==> src/rtl/ecc_pkg.sv <==
// Shared definitions for the scalar-multiplication sequencer: packed point
// format, point-ALU opcodes and the sequencer state type.
package ecc_pkg;

    localparam int unsigned FE_W    = 4;
    localparam int unsigned POINT_W = 3 * FE_W;

    localparam logic ALU_OP_ADD = 1'b0;
    localparam logic ALU_OP_DBL = 1'b1;

    typedef logic [FE_W-1:0]    fe_t;
    typedef logic [POINT_W-1:0] point_t;

    // Projective point at infinity: X=0, Y=1, Z=0.
    localparam point_t POINT_INF = 12'h010;

    typedef enum logic [2:0] {
        StIdle,
        StScan,
        StDbl,
        StAdd,
        StDone
    } state_e;

    function automatic fe_t point_x(input point_t p);
        return p[FE_W-1:0];
    endfunction

    function automatic fe_t point_y(input point_t p);
        return p[2*FE_W-1:FE_W];
    endfunction

    function automatic fe_t point_z(input point_t p);
        return p[3*FE_W-1:2*FE_W];
    endfunction

    function automatic point_t point_pack(input fe_t x, input fe_t y, input fe_t z);
        return {z, y, x};
    endfunction

endpackage

==> src/rtl/ecc_scalar_mult_if.sv <==
// Upstream start/busy/done handshake plus the downstream point-ALU bus.
interface ecc_scalar_mult_if #(
    parameter int unsigned K_WIDTH = 8
);
    logic                       start;
    logic [K_WIDTH-1:0]         k;
    logic [ecc_pkg::POINT_W-1:0] p_in;
    logic                       busy;
    logic                       done;
    logic [ecc_pkg::POINT_W-1:0] result;
    logic                       alu_op;
    logic [ecc_pkg::POINT_W-1:0] alu_a;
    logic [ecc_pkg::POINT_W-1:0] alu_b;
    logic [ecc_pkg::POINT_W-1:0] alu_r;

    // master: the sequencer; slave: front end and point ALU around it.
    modport master (
        input  start, k, p_in, alu_r,
        output busy, done, result, alu_op, alu_a, alu_b
    );

    modport slave (
        output start, k, p_in, alu_r,
        input  busy, done, result, alu_op, alu_a, alu_b
    );
endinterface

==> src/rtl/ecc_scalar_mult.sv <==
// Left-to-right double-and-add sequencer computing Q = k*P by driving an
// external combinational point ALU.
module ecc_scalar_mult
    import ecc_pkg::*;
#(
    parameter int unsigned K_WIDTH = 8,
    parameter int unsigned ALU_LAT = 1
) (
    input  logic              clk,
    input  logic              rst,
    ecc_scalar_mult_if.master bus
);

    localparam int unsigned IW = (K_WIDTH > 1) ? $clog2(K_WIDTH) : 1;
    localparam int unsigned CW = (ALU_LAT > 1) ? $clog2(ALU_LAT) : 1;
    localparam logic [CW-1:0] CNT_LAST = CW'(ALU_LAT - 1);

    state_e             state_q, state_d;
    logic [K_WIDTH-1:0] kr_q, kr_d;
    point_t             pr_q, pr_d;
    point_t             q_q, q_d;
    logic [IW-1:0]      i_q, i_d;
    logic [CW-1:0]      cnt_q, cnt_d;
    logic               op_q, op_d;
    point_t             a_q, a_d;
    point_t             b_q, b_d;
    point_t             result_q, result_d;

    always_ff @(posedge clk or posedge rst) begin
        if (rst) begin
            state_q  <= StIdle;
            kr_q     <= '0;
            pr_q     <= '0;
            q_q      <= '0;
            i_q      <= '0;
            cnt_q    <= '0;
            op_q     <= 1'b0;
            a_q      <= '0;
            b_q      <= '0;
            result_q <= '0;
        end else begin
            state_q  <= state_d;
            kr_q     <= kr_d;
            pr_q     <= pr_d;
            q_q      <= q_d;
            i_q      <= i_d;
            cnt_q    <= cnt_d;
            op_q     <= op_d;
            a_q      <= a_d;
            b_q      <= b_d;
            result_q <= result_d;
        end
    end

    always_comb begin
        state_d  = state_q;
        kr_d     = kr_q;
        pr_d     = pr_q;
        q_d      = q_q;
        i_d      = i_q;
        cnt_d    = cnt_q;
        op_d     = op_q;
        a_d      = a_q;
        b_d      = b_q;
        result_d = result_q;

        unique case (state_q)
            StIdle: begin
                if (bus.start) begin
                    kr_d    = bus.k;
                    pr_d    = bus.p_in;
                    i_d     = IW'(K_WIDTH - 1);
                    state_d = StScan;
                end
            end
            StScan: begin
                if (kr_q[i_q]) begin
                    q_d = pr_q;
                    if (i_q == '0) begin
                        state_d = StDone;
                    end else begin
                        i_d     = i_q - 1'b1;
                        op_d    = ALU_OP_DBL;
                        a_d     = pr_q;
                        b_d     = pr_q;
                        cnt_d   = '0;
                        state_d = StDbl;
                    end
                end else if (i_q == '0) begin
                    q_d     = POINT_INF;
                    state_d = StDone;
                end else begin
                    i_d = i_q - 1'b1;
                end
            end
            StDbl: begin
                if (cnt_q != CNT_LAST) begin
                    cnt_d = cnt_q + 1'b1;
                end else begin
                    q_d   = bus.alu_r;
                    cnt_d = '0;
                    if (kr_q[i_q]) begin
                        op_d    = ALU_OP_ADD;
                        a_d     = bus.alu_r;
                        b_d     = pr_q;
                        state_d = StAdd;
                    end else if (i_q == '0) begin
                        state_d = StDone;
                    end else begin
                        i_d     = i_q - 1'b1;
                        a_d     = bus.alu_r;
                        state_d = StDbl;
                    end
                end
            end
            StAdd: begin
                if (cnt_q != CNT_LAST) begin
                    cnt_d = cnt_q + 1'b1;
                end else begin
                    q_d   = bus.alu_r;
                    cnt_d = '0;
                    if (i_q == '0) begin
                        state_d = StDone;
                    end else begin
                        i_d     = i_q - 1'b1;
                        op_d    = ALU_OP_DBL;
                        a_d     = bus.alu_r;
                        b_d     = pr_q;
                        state_d = StDbl;
                    end
                end
            end
            StDone: begin
                state_d = StIdle;
            end
            default: begin
                state_d = StIdle;
            end
        endcase

        // Publish Q on the edge entering DONE so it is valid with the pulse.
        if (state_d == StDone && state_q != StDone) begin
            result_d = q_d;
        end
    end

    assign bus.busy   = (state_q != StIdle);
    assign bus.done   = (state_q == StDone);
    assign bus.result = result_q;
    assign bus.alu_op = op_q;
    assign bus.alu_a  = a_q;
    assign bus.alu_b  = b_q;

endmodule

==> src/flat_wrapper.sv <==
// flat-port wrapper written by rule: the top's interface ports become plain ports
module ecc_scalar_mult_flat import ecc_pkg::*;
#(
    parameter int unsigned K_WIDTH = 8,
    parameter int unsigned ALU_LAT = 1
)
  (clk, rst, bus_start, bus_k, bus_p_in, bus_alu_r, bus_busy, bus_done, bus_result, bus_alu_op, bus_alu_a, bus_alu_b);
  ecc_scalar_mult_if #(.K_WIDTH(K_WIDTH)) bus_i ();
  input  logic clk;
  input  logic rst;
  input wire logic [$bits(bus_i.start)-1:0] bus_start;
  input wire logic [$bits(bus_i.k)-1:0] bus_k;
  input wire logic [$bits(bus_i.p_in)-1:0] bus_p_in;
  input wire logic [$bits(bus_i.alu_r)-1:0] bus_alu_r;
  output wire logic [$bits(bus_i.busy)-1:0] bus_busy;
  output wire logic [$bits(bus_i.done)-1:0] bus_done;
  output wire logic [$bits(bus_i.result)-1:0] bus_result;
  output wire logic [$bits(bus_i.alu_op)-1:0] bus_alu_op;
  output wire logic [$bits(bus_i.alu_a)-1:0] bus_alu_a;
  output wire logic [$bits(bus_i.alu_b)-1:0] bus_alu_b;
  assign bus_i.start = bus_start;
  assign bus_i.k = bus_k;
  assign bus_i.p_in = bus_p_in;
  assign bus_i.alu_r = bus_alu_r;
  assign bus_busy = bus_i.busy;
  assign bus_done = bus_i.done;
  assign bus_result = bus_i.result;
  assign bus_alu_op = bus_i.alu_op;
  assign bus_alu_a = bus_i.alu_a;
  assign bus_alu_b = bus_i.alu_b;
  ecc_scalar_mult #(.K_WIDTH(K_WIDTH), .ALU_LAT(ALU_LAT)) u_core (.clk(clk), .rst(rst), .bus(bus_i));
endmodule
==> config.mk <==
export PLATFORM = sky130hd
export DESIGN_NAME = ecc_scalar_mult_flat
export DESIGN_NICKNAME = d
export VERILOG_FILES = /design/src/rtl/ecc_pkg.sv /design/src/rtl/ecc_scalar_mult_if.sv /design/src/rtl/ecc_scalar_mult.sv /design/src/flat_wrapper.sv
export SDC_FILE = /design/constraint.sdc
export NUM_CORES = 1
export LEC_CHECK = 0
export BUFFER_PORTS_ARGS = -buffer_cell sky130_fd_sc_hd__buf_2
export CAP_MARGIN = 15
export CORE_ASPECT_RATIO = 2
export CORE_MARGIN = 1.5
export CORE_UTILIZATION = 54
export CTS_BUF_LIST = sky130_fd_sc_hd__clkbuf_4 sky130_fd_sc_hd__clkbuf_8 sky130_fd_sc_hd__clkbuf_16
export CTS_CLUSTER_DIAMETER = 120
export DETAILED_ROUTE_END_ITERATION = 6
export PLACE_DENSITY = 0.79
export SLEW_MARGIN = 20
export SYNTH_ARGS = -nofsm -noshare
export SYNTH_HDL_FRONTEND = slang
export SYNTH_SLANG_ARGS = --single-unit
==> constraint.sdc <==
create_clock -name clk -period 3.2 [get_ports clk]
set_input_delay 0.48 -clock clk [delete_from_list [all_inputs] [get_ports clk]]
set_output_delay 0.48 -clock clk [all_outputs]
set_load 0.1 [all_outputs]
After elaboration in Yosys (flattened, before gate mapping)
Index checks and enable logic that the tools add are counted.
{"block": "word_totals", "reg_bits": 76, "in_bits": 35, "output_inout_bits": 39, "wordCells": 82}
{"block": "op_classes", "addsub": 2, "magnitude_cmp": 1, "n_eq_ne": 13, "n_mux": 43, "n_reduce_logical": 13}
{"op": "$mux W12", "count": 14}
{"op": "$pmux W12 S3", "count": 2}
{"op": "$mux W3", "count": 12}
{"op": "$pmux W12 S2", "count": 1}
{"op": "$pmux W3 S4", "count": 2}
{"op": "$reduce_and A5 Y1", "count": 3}
{"op": "$ne A2 B2 Y1 const B", "count": 5}
{"op": "$mux W1", "count": 9}
{"op": "$eq A3 B2 Y1 const B", "count": 2}
{"op": "$eq A3 B3 Y1 const B", "count": 2}
{"op": "$logic_not A3 Y1", "count": 2}
{"op": "$reduce_bool A3 Y1", "count": 2}
{"op": "$lt A3 B4 Y1 const B", "count": 1}
{"op": "$ne A2 B1 Y1 const B", "count": 2}
{"op": "$reduce_bool A4 Y1", "count": 1}
{"op": "$bmux W1 S3", "count": 1}
{"op": "$eq A3 B1 Y1 const B", "count": 1}
{"op": "$ne A3 B3 Y1 const B", "count": 1}
{"op": "$pmux W1 S3", "count": 1}
{"op": "$reduce_and A3 Y1", "count": 1}
{"op": "$sub A3 B1 Y3 const B", "count": 1}
{"op": "$pmux W1 S2", "count": 1}
{"op": "$reduce_and A2 Y1", "count": 1}
{"op": "$reduce_bool A2 Y1", "count": 1}
{"op": "3 further kinds", "count": 3}

Longest topological paths before layout
Gate-level depths: netlist (run 1).
{"block": "logic_depth", "word_depth": 7, "mapped_depth": 8, "ltp_nobuf": 6}

Worst setup path after synthesis (run 1)
Ideal clock, no wire load.
{"block": "synth_timing", "path_type": "reg-to-reg", "startpoint": "register u_core.state_q[2]", "endpoint": "register u_core.kr_q[7]", "arrival_ns": 2.299, "required_time_ns": 3.075, "setup_slack_ns": 0.776, "path_stages_with_launch": 6, "n_path_buf": 2, "period_less_slack_ns": 2.424, "cell_sequence": "dfrtp_1 -> clkbuf_1 -> or3_1 -> nor2_1 -> buf_2 -> mux2_2"}
{"block": "synth_via", "elab_chain_cells": 2}
{"item": "from (decl)", "line_no": "ecc_scalar_mult.sv:18", "rtl": "state_e state_q, state_d;"}
{"item": "from (signal assigned)", "line_no": "ecc_scalar_mult.sv:31", "rtl": "state_q <= StIdle;"}
{"item": "from (signal assigned)", "line_no": "ecc_scalar_mult.sv:42", "rtl": "state_q <= state_d;"}
{"item": "$logic_not A3 Y1", "line_no": "ecc_scalar_mult.sv:67", "rtl": "unique case (state_q)"}
{"item": "$reduce_and A2 Y1 (no line)"}
{"item": "to (signal assigned)", "line_no": "ecc_scalar_mult.sv:43", "rtl": "kr_q <= kr_d;"}
{"item": "to (decl)", "line_no": "ecc_scalar_mult.sv:19", "rtl": "logic [K_WIDTH-1:0] kr_q, kr_d;"}
Every way passes these cells.
A chain may end at the register's enable or synchronous reset.

Final worst setup path (run 1)
{"block": "layout_timing", "startpoint": "register u_core.i_q[0]", "endpoint": "register u_core.a_q[0], in the netlist u_core.bus.alu_a[0]"}
{"block": "layout_via", "elab_chain_cells": 5}
{"item": "from (decl)", "line_no": "ecc_scalar_mult.sv:22", "rtl": "logic [IW-1:0] i_q, i_d;"}
{"item": "from (signal assigned)", "line_no": "ecc_scalar_mult.sv:46", "rtl": "i_q <= i_d;"}
{"item": "$bmux W1 S3 / $logic_not A3 Y1 (equally long branches)"}
{"item": "$mux W1 (not written as such) / $mux W12 (equally long branches)"}
{"item": "$mux W12", "line_no": "ecc_scalar_mult.sv:102", "rtl": "if (kr_q[i_q]) begin"}
{"item": "$mux W12", "line_no": "ecc_scalar_mult.sv:97", "rtl": "if (cnt_q != CNT_LAST) begin"}
{"item": "$pmux W12 S3", "line_no": "ecc_scalar_mult.sv:67"}
{"item": "to (signal assigned)", "line_no": "ecc_scalar_mult.sv:38", "rtl": "a_q <= '0;"}
{"item": "to (signal assigned)", "line_no": "ecc_scalar_mult.sv:49", "rtl": "a_q <= a_d;"}
{"item": "to (decl)", "line_no": "ecc_scalar_mult.sv:25", "rtl": "point_t a_q, a_d;"}
Parallel ways exist; a longest one is shown, timed or not. The select of a mux whose other input is x is not followed.

==> results of run 1 <==
worst paths after layout:
kind | startpoint | end | slack, ns | cells past startpoint
max | u_core.i_q[0] | u_core.bus.alu_a[0] | 0.29 | 6
min | rst | u_core.bus.result[4] | 0.27 | 2
max reg2reg | u_core.i_q[0] | u_core.bus.alu_a[0] | 0.29 | 6
min reg2reg | u_core.q_q[7] | u_core.q_q[7] | 0.47 | 1
max in group asynchronous | rst | u_core.pr_q[8] | 2.12 | 3
min in group clk | bus_k[1] | u_core.kr_q[1] | 0.37 | 2
worst max-delay path: stages, from the launching register on:
cell	delay [ns]
dfrtp_1	0.44
inv_1	0.21
ha_1	0.20
nor2b_1	0.67
o31a_1	0.54
o32a_1	0.56
a22o_1	0.23
cell families (layout without fill, tap and decap cells):
| logic type | after synthesis | count (layout) |
|---|---|---|
| AOI/OAI and AO/OA | 79 | 79 |
| DFF | 75 | 75 |
| and+or+nand+nor | 62 | 62 |
| muxes | 48 | 48 |
| buffers and inverters | 24 | 106 |
| adders and majority gates | 2 | 2 |
per-layer routing:
layer | routed length [um] | global-route usage
met5 | 0 | 0
met4 | 331 | 0.165
met3 | 359 | 0.0636
met2 | 4660 | 0.447
met1 | 3110 | 0.315
synthesized netlist by cell type (all sizes together):
cell / n / share of area
o21ai: 24 / 0.035
mux2: 47 / 0.16
a221oi: 1 / 0.0044
ha: 2 / 0.0073
buf: 8 / 0.013
a22oi: 1 / 0.0022
nor2b: 2 / 0.0036
o32a: 3 / 0.0087
dfrtp: 75 / 0.54
or4: 1 / 0.0022
and2: 3 / 0.0054
nand2b: 2 / 0.0036
nor4: 1 / 0.0018
o211ai: 1 / 0.0036
mux2i: 1 / 0.0029
inv: 8 / 0.0087
or3b: 1 / 0.0025
clkbuf: 8 / 0.0087
a21oi: 3 / 0.0054
or2: 1 / 0.0018
a22o: 12 / 0.031
nor3: 3 / 0.0058
o41ai: 1 / 0.0047
o22ai: 3 / 0.0054
nand4: 1 / 0.0036
o32ai: 2 / 0.0051
o21a: 2 / 0.0044
or3: 2 / 0.0036
a211oi: 2 / 0.0044
a21o: 23 / 0.050
nand2: 37 / 0.040
nor2: 8 / 0.0087
o31a: 1 / 0.0025
area by class of cell:
type                    instances  share of cell area
repair buffers                 82               0.102
clock inverters                 4              0.0118
flip-flops and latches         75               0.444
inverters                       8             0.00710
clock buffers                  12              0.0601
well taps                      86              0.0255
multi-input cells             191               0.349
layout by cell type, fill, tap and decap left out, types with 5 or more instances in the layout:
cell type	n
mux2_4	10
mux2_1	7
buf_4	9
nand2_1	37
clkbuf_16	9
dfrtp_1	75
a21o_1	23
inv_1	5
a22o_1	12
mux2_2	30
buf_2	73
nor2_1	7
o21ai_0	23
flip-flops by register name, summed over array words and instances, names as in the netlist:
register / flops
u_core.state_q: 3
u_core.bus.result: 12
u_core.pr_q: 12
u_core.bus.alu_op: 1
u_core.i_q: 3
u_core.kr_q: 8
u_core.q_q: 12
u_core.bus.alu_a: 12
u_core.bus.alu_b: 12
through the flow:
stage | hold WS (ns) | instance area [um^2]
after global routing | 0.361 | 4230
final | 0.268 | 4230
after CTS | 0.283 | 4230
after floorplan | 0.443 | 3440
after detailed placement | 0.459 | 3920
after global placement | 0.452 | 3920
==> impl_metrics.tcl, run 1 <==
set metrics [dict create \
    status "complete, no violations" \
    routed_wl_um 8460 \
    gp_congestion 0.841 \
    yosysSeqAreaShare 0.545 \
    io_buffers 73 \
    synth_top_family_by_area "multiplexers" \
    clock-sinks 75 \
    worstPathRequired_ns 3.48 \
    syn_nets 327 \
    cap_violations 0 \
    startpoint_type "flip-flop" \
    finClkSkew_ns 0.0111 \
    yosys.area_share.simple 0.0832 \
    cts_resized 0 \
    clk_pin_slew_worst_paths_ns 0.06 \
    initial_core_util 0.550 \
    dpl_worst_slack_ns 0.360 \
    first_pass_iters 4 \
    n_antenna_cell 0 \
    postCtsHoldBufs 0 \
    drt_iter0_markers 123 \
    clk_path_buf_depth 2 \
    synth_compound_area_frac 0.166 \
    route.detailed.drc 0 \
    crit_path_end_kind "flip-flop" \
    min_path_type "in2async" \
    slew_headroom 0.447 \
    root_buffer "clkbuf_16" \
    min_period_ns 2.91 \
    grt_max_degree 38 \
    ys_warn_count 0 \
    finalWorstSetupSlack_ns 0.294 \
    grt-ovfl-total 0 \
    avgSynthCellArea_um2 11.9 \
    drv_slew 0 \
    numCtsBuffers 9 \
    synth_cells 290 \
    synth_seq_cells 75 \
    ant_nets 0 \
    final_cells 458 \
    grt_use_total 0.273 \
    synth_xor_area_frac 0 \
    fin_nets 404 \
    grt_pass1_wl_um 13600 \
    cts_tree "yes" \
    synthDistinctLibCells 40 \
    die_area_mm2 0.00690 \
    synthMuxAreaShare 0.167 \
    setup_violations 0 \
    antenna_found_initial 0 \
    fillers 497 \
    fin_util 0.675 \
    grt_pass1_vias 2771 \
    path_max_fanout 13 \
    fin_setup_tns_ns 0 \
    dp_cells 442 \
    multi_input_area_mm2 0.00148 \
    finalHoldViolCount 0 \
    vias_per_cell 5.70 \
    drive_above_1_share 0.401 \
    period_share 0.908 \
    synthAdderAreaFrac 0.00726 \
    wl_per_cell_um 18.5 \
    clock.fmax_mhz 344 \
    hpwl_um 6020 \
    io_pins 74 \
    die_x_um 59.5 \
    worst_slew_pin_slew_ns 0.827 \
    core_area_mm2 0.00626 \
    clock_latency_ns 0.34 \
    row_count 41 \
    cts_setup_buffers 0 \
    netlist_area_mm2 0.00344 \
    ff_latch_area_mm2 0.00188 \
    syn_to_final_growth_pct 22.7 \
    critPathArrivalTime_ns 3.18 \
    die_h_um 116 \
    rsz0062_at_grt "no" \
    critical_path_class "reg2reg" \
    htree_levels 3 \
    num_vias 2609 \
]
Power of run 1 is left out: the tool's default activity adds up to more than one toggle a clock period on the data nets, which glitch-free logic cannot reach.
==> inputs of run 2 (changes only) <==
CTS_BUF_LIST = not set   (was sky130_fd_sc_hd__clkbuf_4 sky130_fd_sc_hd__clkbuf_8 sky130_fd_sc_hd__clkbuf_16)
clock period = 2.85 ns   (was 3.2 ns; I/O delays follow)
==> run 2 against run 1 <==
First-iteration DRC count decreased by 5.7%. Die area unchanged. Core utilization increased by 1.3 points. Wire length decreased by 0.59%.
==> impl_metrics.tcl, run 2 (synthesis results as in run 1) <==
set metrics [dict create \
    finalHoldViolCount 0 \
    drive_above_1_share 0.404 \
    row_count 41 \
    worstPathRequired_ns 2.42 \
    cts_resized 0 \
    final_cell_mix "dfrtp_1, buf_2, nand2_1" \
    worst_slew_pin_slew_ns 0.655 \
    drv_slew 0 \
    crit_path_end_kind "output port" \
    path_max_fanout 9 \
    slew_headroom 0.562 \
    finClkSkew_ns 0.00361 \
    hpwl_um 6010 \
    root_buffer "clkbuf_16" \
    clock.fmax_mhz 425 \
    io_pins 74 \
    fin_setup_tns_ns 0 \
    fillers 477 \
    n_antenna_cell 0 \
    routed_wl_um 8410 \
    period_share 0.826 \
    clk_path_buf_depth 2 \
    cts_setup_buffers 0 \
    grt-ovfl-total 0 \
    clock-sinks 75 \
    fin_nets 408 \
    first_pass_iters 4 \
    cap_violations 0 \
    grt_max_degree 47 \
    final_cell_area_mm2 0.00431 \
    io_buffers 73 \
    die_x_um 59.5 \
    gp_congestion 0.861 \
    dpl_worst_slack_ns 0.639 \
    dpl_cell_area_mm2 0.00398 \
    rsz0062_at_grt "no" \
    critical_path_class "reg2out" \
    ant_nets 0 \
    antenna_found_initial 0 \
    initial_core_util 0.550 \
    min_period_ns 2.35 \
    cts_tree "yes" \
    vias_per_cell 5.73 \
    numCtsBuffers 9 \
    core_area_mm2 0.00626 \
    critPathArrivalTime_ns 1.93 \
    grt_use_total 0.272 \
    die_h_um 116 \
    postCtsHoldBufs 0 \
    clk_pin_slew_worst_paths_ns 0.06 \
    status "complete, no violations" \
    layout_commonest_cell "dfrtp_1" \
    grt_pass1_vias 2714 \
    min_path_type "in2async" \
    clock_latency_ns 0.33 \
    finalWorstSetupSlack_ns 0.496 \
    die_area_mm2 0.00690 \
    grt_pass1_wl_um 13500 \
    startpoint_type "flip-flop" \
    wl_per_cell_um 18.2 \
    drt_iter0_markers 116 \
    syn_to_final_growth_pct 25.0 \
    num_vias 2648 \
    setup_violations 0 \
    route.detailed.drc 0 \
    htree_levels 3 \
]
run 2: cell types whose count changed in the layout (fill, tap and decap cells not counted), sizes merged:
cell / change
buf: +4
bufinv: +1
clkinvlp: -1
run 2: cell type report:
type / count / area [um^2] / area share
clock buffer: 12 / 256 / 0.0596
clock inverter: 4 / 72.6 / 0.0169
inverter: 8 / 30.0 / 0.00697
multi-input combinational: 191 / 1480 / 0.343
sequential: 75 / 1880 / 0.436
tap: 86 / 108 / 0.0250
timing repair buffer: 86 / 488 / 0.113
run 2: path summary, 6_finish.rpt:
path | start | endpoint | slack [ns] | cells after the start
max in group asynchronous | rst | u_core.pr_q[11] | 1.99 | 3
max | u_core.state_q[1] | bus_done | 0.50 | 3
max reg2reg | u_core.i_q[0] | u_core.bus.alu_b[1] | 0.61 | 7
min reg2reg | u_core.q_q[5] | u_core.q_q[5] | 0.47 | 1
min in group clk | bus_p_in[4] | u_core.pr_q[4] | 0.31 | 3
min | rst | u_core.kr_q[6] | 0.18 | 2
run 2: per-layer routing:
layer / GRT usage / vias up / part of all wire / wire, um
li1: - / 1205 / - / -
met1: 0.302 / 1325 / 0.37 / 3140
met2: 0.467 / 89 / 0.54 / 4560
met3: 0.0435 / 29 / 0.038 / 319
met4: 0.168 / 0 / 0.046 / 388
met5: 0 / - / 0 / 0
run 2: worst max-delay path, cell delays in order (launching register included):
cell and delay [ns]:
dfrtp_1 0.45, nor2_1 0.47, and2_1 0.24, buf_2 0.43
run 2: per-stage QoR:
stage | hold WS, ns | cells | utilization
after global placement | 0.452 | 446 | 0.636
after detailed placement | 0.460 | 446 | 0.636
final | 0.184 | 462 | 0.688
after floorplan | 0.443 | 290 | -
after global routing | 0.248 | 462 | 0.688
after CTS | 0.200 | 462 | 0.688
Power of run 2 is left out for the same reason.
